[src/rtl/controle_jogada_pkg.sv]
// Shared definitions for the tic-tac-toe move controller: state encoding,
// board geometry, player ids and the cell mask helper.
package controle_jogada_pkg;

  localparam int NUM_CASAS = 9;
  localparam int POS_MAX   = 8;

  localparam logic JOGADOR_X = 1'b0;
  localparam logic JOGADOR_O = 1'b1;

  typedef enum logic [1:0] {
    PARADO,
    ESPERA,
    VERIFICA,
    REGISTRA
  } estado_t;

  // One-hot mask of a keypad cell; positions beyond the board give an empty mask.
  function automatic logic [NUM_CASAS-1:0] mascara_casa(input logic [3:0] pos);
    if (pos > 4'(POS_MAX))
      mascara_casa = '0;
    else
      mascara_casa = NUM_CASAS'(1) << pos;
  endfunction

endpackage

[src/rtl/controle_jogada_if.sv]
// Signal bundle between the move controller, the player inputs and the two
// board registers.
interface controle_jogada_if;
  import controle_jogada_pkg::*;

  logic                 iniciar;
  logic                 fim;
  logic                 jogar;
  logic [3:0]           posicao;
  logic [NUM_CASAS-1:0] board_x;
  logic [NUM_CASAS-1:0] board_o;
  logic [NUM_CASAS-1:0] D;
  logic                 en_x;
  logic                 en_o;
  logic                 vez;
  logic                 jogada_invalida;
  logic                 timeout;
  logic                 aguardando;

  modport master (
    output iniciar, fim, jogar, posicao, board_x, board_o,
    input  D, en_x, en_o, vez, jogada_invalida, timeout, aguardando
  );

  modport slave (
    input  iniciar, fim, jogar, posicao, board_x, board_o,
    output D, en_x, en_o, vez, jogada_invalida, timeout, aguardando
  );

endinterface

[src/rtl/controle_jogada_detector_borda.sv]
// Rising-edge detector: the previous input level is registered and the pulse
// is high for the one cycle in which the input is high after being low.
module detector_borda (
  input  logic clock,
  input  logic clear,
  input  logic sinal,
  output logic pulso
);

  logic sinal_d;

  always_ff @(posedge clock or posedge clear) begin
    if (clear)
      sinal_d <= 1'b0;
    else
      sinal_d <= sinal;
  end

  assign pulso = sinal & ~sinal_d;

endmodule

[src/rtl/controle_jogada.sv]
// Move controller: validates a keypad press against both boards and issues a
// single-cycle write of the updated board to the current player's register.
module controle_jogada
  import controle_jogada_pkg::*;
#(
  parameter int TIMEOUT_CICLOS = 5000
) (
  input logic              clock,
  input logic              clear,
  controle_jogada_if.slave bus
);

  localparam int             TW        = $clog2(TIMEOUT_CICLOS);
  localparam logic [TW-1:0]  TIMER_MAX = TW'(TIMEOUT_CICLOS - 1);

  estado_t              estado, estado_n;
  logic                 vez_r, vez_n;
  logic [TW-1:0]        timer, timer_n, timer_inc;
  logic [3:0]           pos_r, pos_n;
  logic [NUM_CASAS-1:0] d_r, d_n;
  logic                 inval_r, inval_n;
  logic                 tout_r, tout_n;
  logic                 borda;
  logic [NUM_CASAS-1:0] mascara;
  logic                 jogada_legal;

  detector_borda u_borda (
    .clock (clock),
    .clear (clear),
    .sinal (bus.jogar),
    .pulso (borda)
  );

  // The timer saturates so a press on the expiry cycle cannot wrap it to zero.
  assign timer_inc    = (timer == TIMER_MAX) ? timer : timer + TW'(1);
  assign mascara      = mascara_casa(pos_r);
  assign jogada_legal = (mascara != '0) && (((bus.board_x | bus.board_o) & mascara) == '0);

  always_ff @(posedge clock or posedge clear) begin
    if (clear) begin
      estado  <= PARADO;
      vez_r   <= JOGADOR_X;
      timer   <= '0;
      pos_r   <= '0;
      d_r     <= '0;
      inval_r <= 1'b0;
      tout_r  <= 1'b0;
    end else begin
      estado  <= estado_n;
      vez_r   <= vez_n;
      timer   <= timer_n;
      pos_r   <= pos_n;
      d_r     <= d_n;
      inval_r <= inval_n;
      tout_r  <= tout_n;
    end
  end

  // iniciar overrides everything; fim aborts a move unless the write is already under way.
  always_comb begin
    estado_n = estado;
    vez_n    = vez_r;
    timer_n  = timer;
    pos_n    = pos_r;
    d_n      = d_r;
    inval_n  = 1'b0;
    tout_n   = 1'b0;

    if (bus.iniciar) begin
      estado_n = ESPERA;
      vez_n    = JOGADOR_X;
      timer_n  = '0;
    end else begin
      case (estado)
        PARADO: begin
          estado_n = PARADO;
        end
        ESPERA: begin
          if (bus.fim) begin
            estado_n = PARADO;
          end else if (borda) begin
            pos_n    = bus.posicao;
            timer_n  = timer_inc;
            estado_n = VERIFICA;
          end else if (timer == TIMER_MAX) begin
            tout_n  = 1'b1;
            vez_n   = ~vez_r;
            timer_n = '0;
          end else begin
            timer_n = timer_inc;
          end
        end
        VERIFICA: begin
          timer_n = timer_inc;
          if (bus.fim) begin
            estado_n = PARADO;
          end else if (jogada_legal) begin
            d_n      = ((vez_r == JOGADOR_O) ? bus.board_o : bus.board_x) | mascara;
            estado_n = REGISTRA;
          end else begin
            inval_n  = 1'b1;
            estado_n = ESPERA;
          end
        end
        REGISTRA: begin
          vez_n    = ~vez_r;
          timer_n  = '0;
          estado_n = bus.fim ? PARADO : ESPERA;
        end
        default: begin
          estado_n = PARADO;
        end
      endcase
    end
  end

  assign bus.D               = d_r;
  assign bus.en_x            = (estado == REGISTRA) && (vez_r == JOGADOR_X);
  assign bus.en_o            = (estado == REGISTRA) && (vez_r == JOGADOR_O);
  assign bus.vez             = vez_r;
  assign bus.jogada_invalida = inval_r;
  assign bus.timeout         = tout_r;
  assign bus.aguardando      = (estado == ESPERA);

endmodule

[src/flat_wrapper.sv]
// flat-port wrapper written by rule: the top's interface ports become plain ports
module controle_jogada_flat import controle_jogada_pkg::*;
#(
  parameter int TIMEOUT_CICLOS = 5000
)
  (clock, clear, bus_iniciar, bus_fim, bus_jogar, bus_posicao, bus_board_x, bus_board_o, bus_D, bus_en_x, bus_en_o, bus_vez, bus_jogada_invalida, bus_timeout, bus_aguardando);
  controle_jogada_if bus_i ();
  input logic clock;
  input logic clear;
  input wire logic [$bits(bus_i.iniciar)-1:0] bus_iniciar;
  input wire logic [$bits(bus_i.fim)-1:0] bus_fim;
  input wire logic [$bits(bus_i.jogar)-1:0] bus_jogar;
  input wire logic [$bits(bus_i.posicao)-1:0] bus_posicao;
  input wire logic [$bits(bus_i.board_x)-1:0] bus_board_x;
  input wire logic [$bits(bus_i.board_o)-1:0] bus_board_o;
  output wire logic [$bits(bus_i.D)-1:0] bus_D;
  output wire logic [$bits(bus_i.en_x)-1:0] bus_en_x;
  output wire logic [$bits(bus_i.en_o)-1:0] bus_en_o;
  output wire logic [$bits(bus_i.vez)-1:0] bus_vez;
  output wire logic [$bits(bus_i.jogada_invalida)-1:0] bus_jogada_invalida;
  output wire logic [$bits(bus_i.timeout)-1:0] bus_timeout;
  output wire logic [$bits(bus_i.aguardando)-1:0] bus_aguardando;
  assign bus_i.iniciar = bus_iniciar;
  assign bus_i.fim = bus_fim;
  assign bus_i.jogar = bus_jogar;
  assign bus_i.posicao = bus_posicao;
  assign bus_i.board_x = bus_board_x;
  assign bus_i.board_o = bus_board_o;
  assign bus_D = bus_i.D;
  assign bus_en_x = bus_i.en_x;
  assign bus_en_o = bus_i.en_o;
  assign bus_vez = bus_i.vez;
  assign bus_jogada_invalida = bus_i.jogada_invalida;
  assign bus_timeout = bus_i.timeout;
  assign bus_aguardando = bus_i.aguardando;
  controle_jogada #(.TIMEOUT_CICLOS(TIMEOUT_CICLOS)) u_core (.clock(clock), .clear(clear), .bus(bus_i));
endmodule
[config.mk]
export PLATFORM = sky130hd
export DESIGN_NAME = controle_jogada_flat
export DESIGN_NICKNAME = d
export VERILOG_FILES = /design/src/rtl/controle_jogada_pkg.sv /design/src/rtl/controle_jogada_if.sv /design/src/rtl/controle_jogada_detector_borda.sv /design/src/rtl/controle_jogada.sv /design/src/flat_wrapper.sv
export SDC_FILE = /design/constraint.sdc
export NUM_CORES = 1
export LEC_CHECK = 0
export ABC_AREA = 1
export CAP_MARGIN = 10
export CORE_MARGIN = 4
export CORE_UTILIZATION = 51
export CTS_CLUSTER_DIAMETER = 50
export CTS_CLUSTER_SIZE = 30
export DETAILED_ROUTE_END_ITERATION = 8
export GPL_ROUTABILITY_DRIVEN = 0
export GPL_TIMING_DRIVEN = 0
export PLACE_DENSITY = 0.86
export SLEW_MARGIN = 20
export SYNTH_ARGS = -nofsm -noshare
export SYNTH_HDL_FRONTEND = slang
export SYNTH_SLANG_ARGS = --single-unit
[constraint.sdc]
create_clock -name clock -period 1.6 [get_ports clock]
set_input_delay 0.32 -clock clock [delete_from_list [all_inputs] [get_ports clock]]
set_output_delay 0.32 -clock clock [all_outputs]
set_load 0.02 [all_outputs]
==> results.txt <==
layout cell share with drive strength beyond 1: 30.79%
initial antenna violation count: 0
final WL: 6466 µm
Yosys warnings: 0
Seq pwr share: 35.3%
ant diodes: 0
Ports: 42
vias: 2246
DR pass1 iterations: 5
routed len/inst: 16.62 µm
sw frac: 38.48%
Synth area leader: dfrtp_1
Worst-Skew Late Latency: 290 ps
CP max FO: 4
top cells by area, synth: dfrtp_1 (40%), nand2_1 (12%), nor2_1 (7.3%)
period utilisation layout: 103.1%
Gate power share: 42.2%
global route hottest layer: met2
Clock Path Buffers: 2
Via density: 5.774
post-synthesis mux area share: 0.7444%
clock network power share: 22.5%
met1 usage: 28.51%
Arrival @ worst endpoint: 1830 ps
Inst Count DP: 358
clk_skew: 11.61 ps
Synth Area in XOR/XNOR: 3.040%
met3 Track Usage GR: 4.545%
largest family of logic cells by synthesized area: simple AND/OR/NAND/NOR gates
Slew Viols, Final: 0
failing checks: negative setup slack
leakage: 0.001456 µW
Layout area overhead: 48.01%
hold_buf cts: 0
number of global-route vias before repair: 1804
area share of the largest cell type after synthesis: 39.70%
initial core utilization: 53.88%
Hold Crit Class: primary input to asynchronous set/reset pin
status: complete, but fails checks
gr usage total: 19.62%
Synth Area in Compound Gates: 9.739%
Post-Synth Adder-Cell Area: 1.241%
syn_nets: 298
# rows: 22
Pwr Density: 997.3 mW/mm²
CP Launch Type: flop
dpl hpwl: 3445 µm
post-synthesis simple-gate area fraction: 37.97%
Final Hold Viols: 0
maximum VDD drop: 0.9655 mV
top cells by count, synth: nand2_1 (65), nor2_1 (39), dfrtp_1 (32)
ys async rst share: 100.0%
Tot Pwr: 2977 µW
Net Switching: 1146 µW
Max-cap violations: 0
CP Data Required Time: 1780 ps
CP endpoint kind: flop
Yosys reg bits: 32
CTS tree: yes
fill count: 219
Die Y: 70.89 µm
remaining antenna violation count: 0
RSZ-0062 raised after global routing: true
Syn Area/Cell: 7.498 µm²
die area: 0.005025 mm²
critical path class: flop to flop
Synth cell types: 36
Max Clock Freq: 606.4 MHz
Post-Synthesis Cells: 269
Clock Sinks: 32
I/O Buffers: 41
GRT overflow: 0
Post-synth EDFFs: 0
core area: 0.003744 mm²
CTS Buf Count: 5
DR iter-0 viols: 247
chip width: 70.89 µm
Final WS setup: -49.09 ps
largest net degree at the start of global routing: 33
Internal: 1832 µW
worst-margin pin slew: 650.2 ps
clock transition at the registers of the reported paths: 70 ps
most common cell in the synthesized netlist: nand2_1
endpoints failing setup: 8
drt drc: 0
Non-Filler Instances: 389
Root Driver: clkbuf_8
part of the Yosys area used for sequential elements: 39.70%
Synth Flop Type: dfrtp_1
M2 GR Usage: 29.35%
setup TNS: -144.4 ps
final net count: 370
Slew HR: 56.59%
H-tree levels: 2
Cell Area, Synth: 0.002017 mm²
Min Clock Period, post-route: 1649 ps
first-pass GRT wire length: 7969 µm
logic make-up after synthesis:
| family | Yosys count |
|---|---|
| AO/OA/AOI/OAI | 29 |
| multiplexers | 1 |
| buffers and inverters | 37 |
| adder cells (fa/ha/maj) | 2 |
| XOR/XNOR | 7 |
| flip-flops | 32 |
| AND/OR/NAND/NOR | 161 |
power groups by stage:
stage | logic (µW) | clock network [µW] | registers [µW]
after floorplan | 520 | 0 | 1120
after global placement | 948 | 0 | 1020
after detailed placement | 960 | 0 | 1030
after CTS | 977 | 668 | 1020
after global routing | 1330 | 711 | 1070
final | 1260 | 671 | 1050
what timing repair did:
item                                    4_1_cts  5_1_grt
endpoints found under the setup margin       16       25
cloned                                        0        2
buffers inserted                              3       19
pin swaps                                     2       18
hold endpoints to repair                      0        0
resized for setup                            22       60
registers in the layout, summed over array words and instances (netlist names):
name / cells
u_core.timer: 13
u_core.bus.D: 9
u_core.pos_r: 4
u_core.estado: 2
u_core.bus.jogada_invalida: 1
u_core.bus.timeout: 1
u_core.bus.vez: 1
u_core.u_borda.sinal_d: 1
area by class of cell:
cell class	instances	area [µm²]	area share, %
Multi-Input combinational cell	202	1261	42.25
Clock buffer	7	96.34	3.227
Sequential cell	32	805.8	26.99
Inverter	33	133.9	4.484
Buffer	4	45.04	1.509
Tap cell	48	60.06	2.012
Timing Repair Buffer	63	583.1	19.53
stage by stage:
step	util, %	hold WS, ps	instance area [µm²]	worst slack [ps]
after floorplan	-	351.4	2017	83.85
after global routing	79.75	505.9	2985	-142.4
after CTS	70.32	465.1	2633	4.049
after detailed placement	66.44	466.8	2487	-307.1
after global placement	66.44	464.2	2487	-301.4
final	79.75	435.1	2985	-49.09
worst max-delay path: stages, from the launching register on:
cell,delay (ps)
dfrtp_1,450
nor4_2,340
nand4_1,210
ha_1,320
nand2_1,50
o2111ai_1,80
o21ai_1,90
layer usage:
layer	vias to the layer above	routed length, µm
met5	-	0
met4	0	346
met3	45	671
met2	166	2988
met1	1023	2459
li1	1012	-
cells in the final DEF (no fill, tap or decap), types with 3 or more instances in the layout:
cell type        count
nand2_4              3
dlymetal6s2s_1       6
clkdlybuf4s50_1     30
o21ai_0              7
xor2_1               6
inv_2               10
o21ai_1              3
nor2_2               6
nand2_1             56
dfrtp_1             28
nand3_1             23
nand2_2             11
a21oi_1              6
inv_1               21
clkbuf_8             7
nor2_1              33
o211ai_1             4
or2_4                5
buf_4               21
dfrtp_2              4
nor2_4               9
nand3_2              4
buf_6                6
final timing paths:
path / depth (start not counted) / startpoint / slack (ps) / to
setup / recovery: 6 / u_core.timer[6]$_DFFE_PP0P_ / -50 / u_core.timer[0]$_DFFE_PP0P_
min in group clock: 1 / bus_jogar / 490 / u_core.u_borda.sinal_d$_DFF_PP0_
max in group asynchronous: 2 / clear / 700 / u_core.timer[10]$_DFFE_PP0P_
setup reg to reg: 6 / u_core.timer[6]$_DFFE_PP0P_ / -50 / u_core.timer[0]$_DFFE_PP0P_
hold / removal: 2 / clear / 440 / u_core.timer[11]$_DFFE_PP0P_
hold reg to reg: 2 / u_core.bus.D[3]$_DFFE_PP0P_ / 490 / u_core.bus.D[3]$_DFFE_PP0P_
Note: power is estimated with default switching activity, not from simulation.
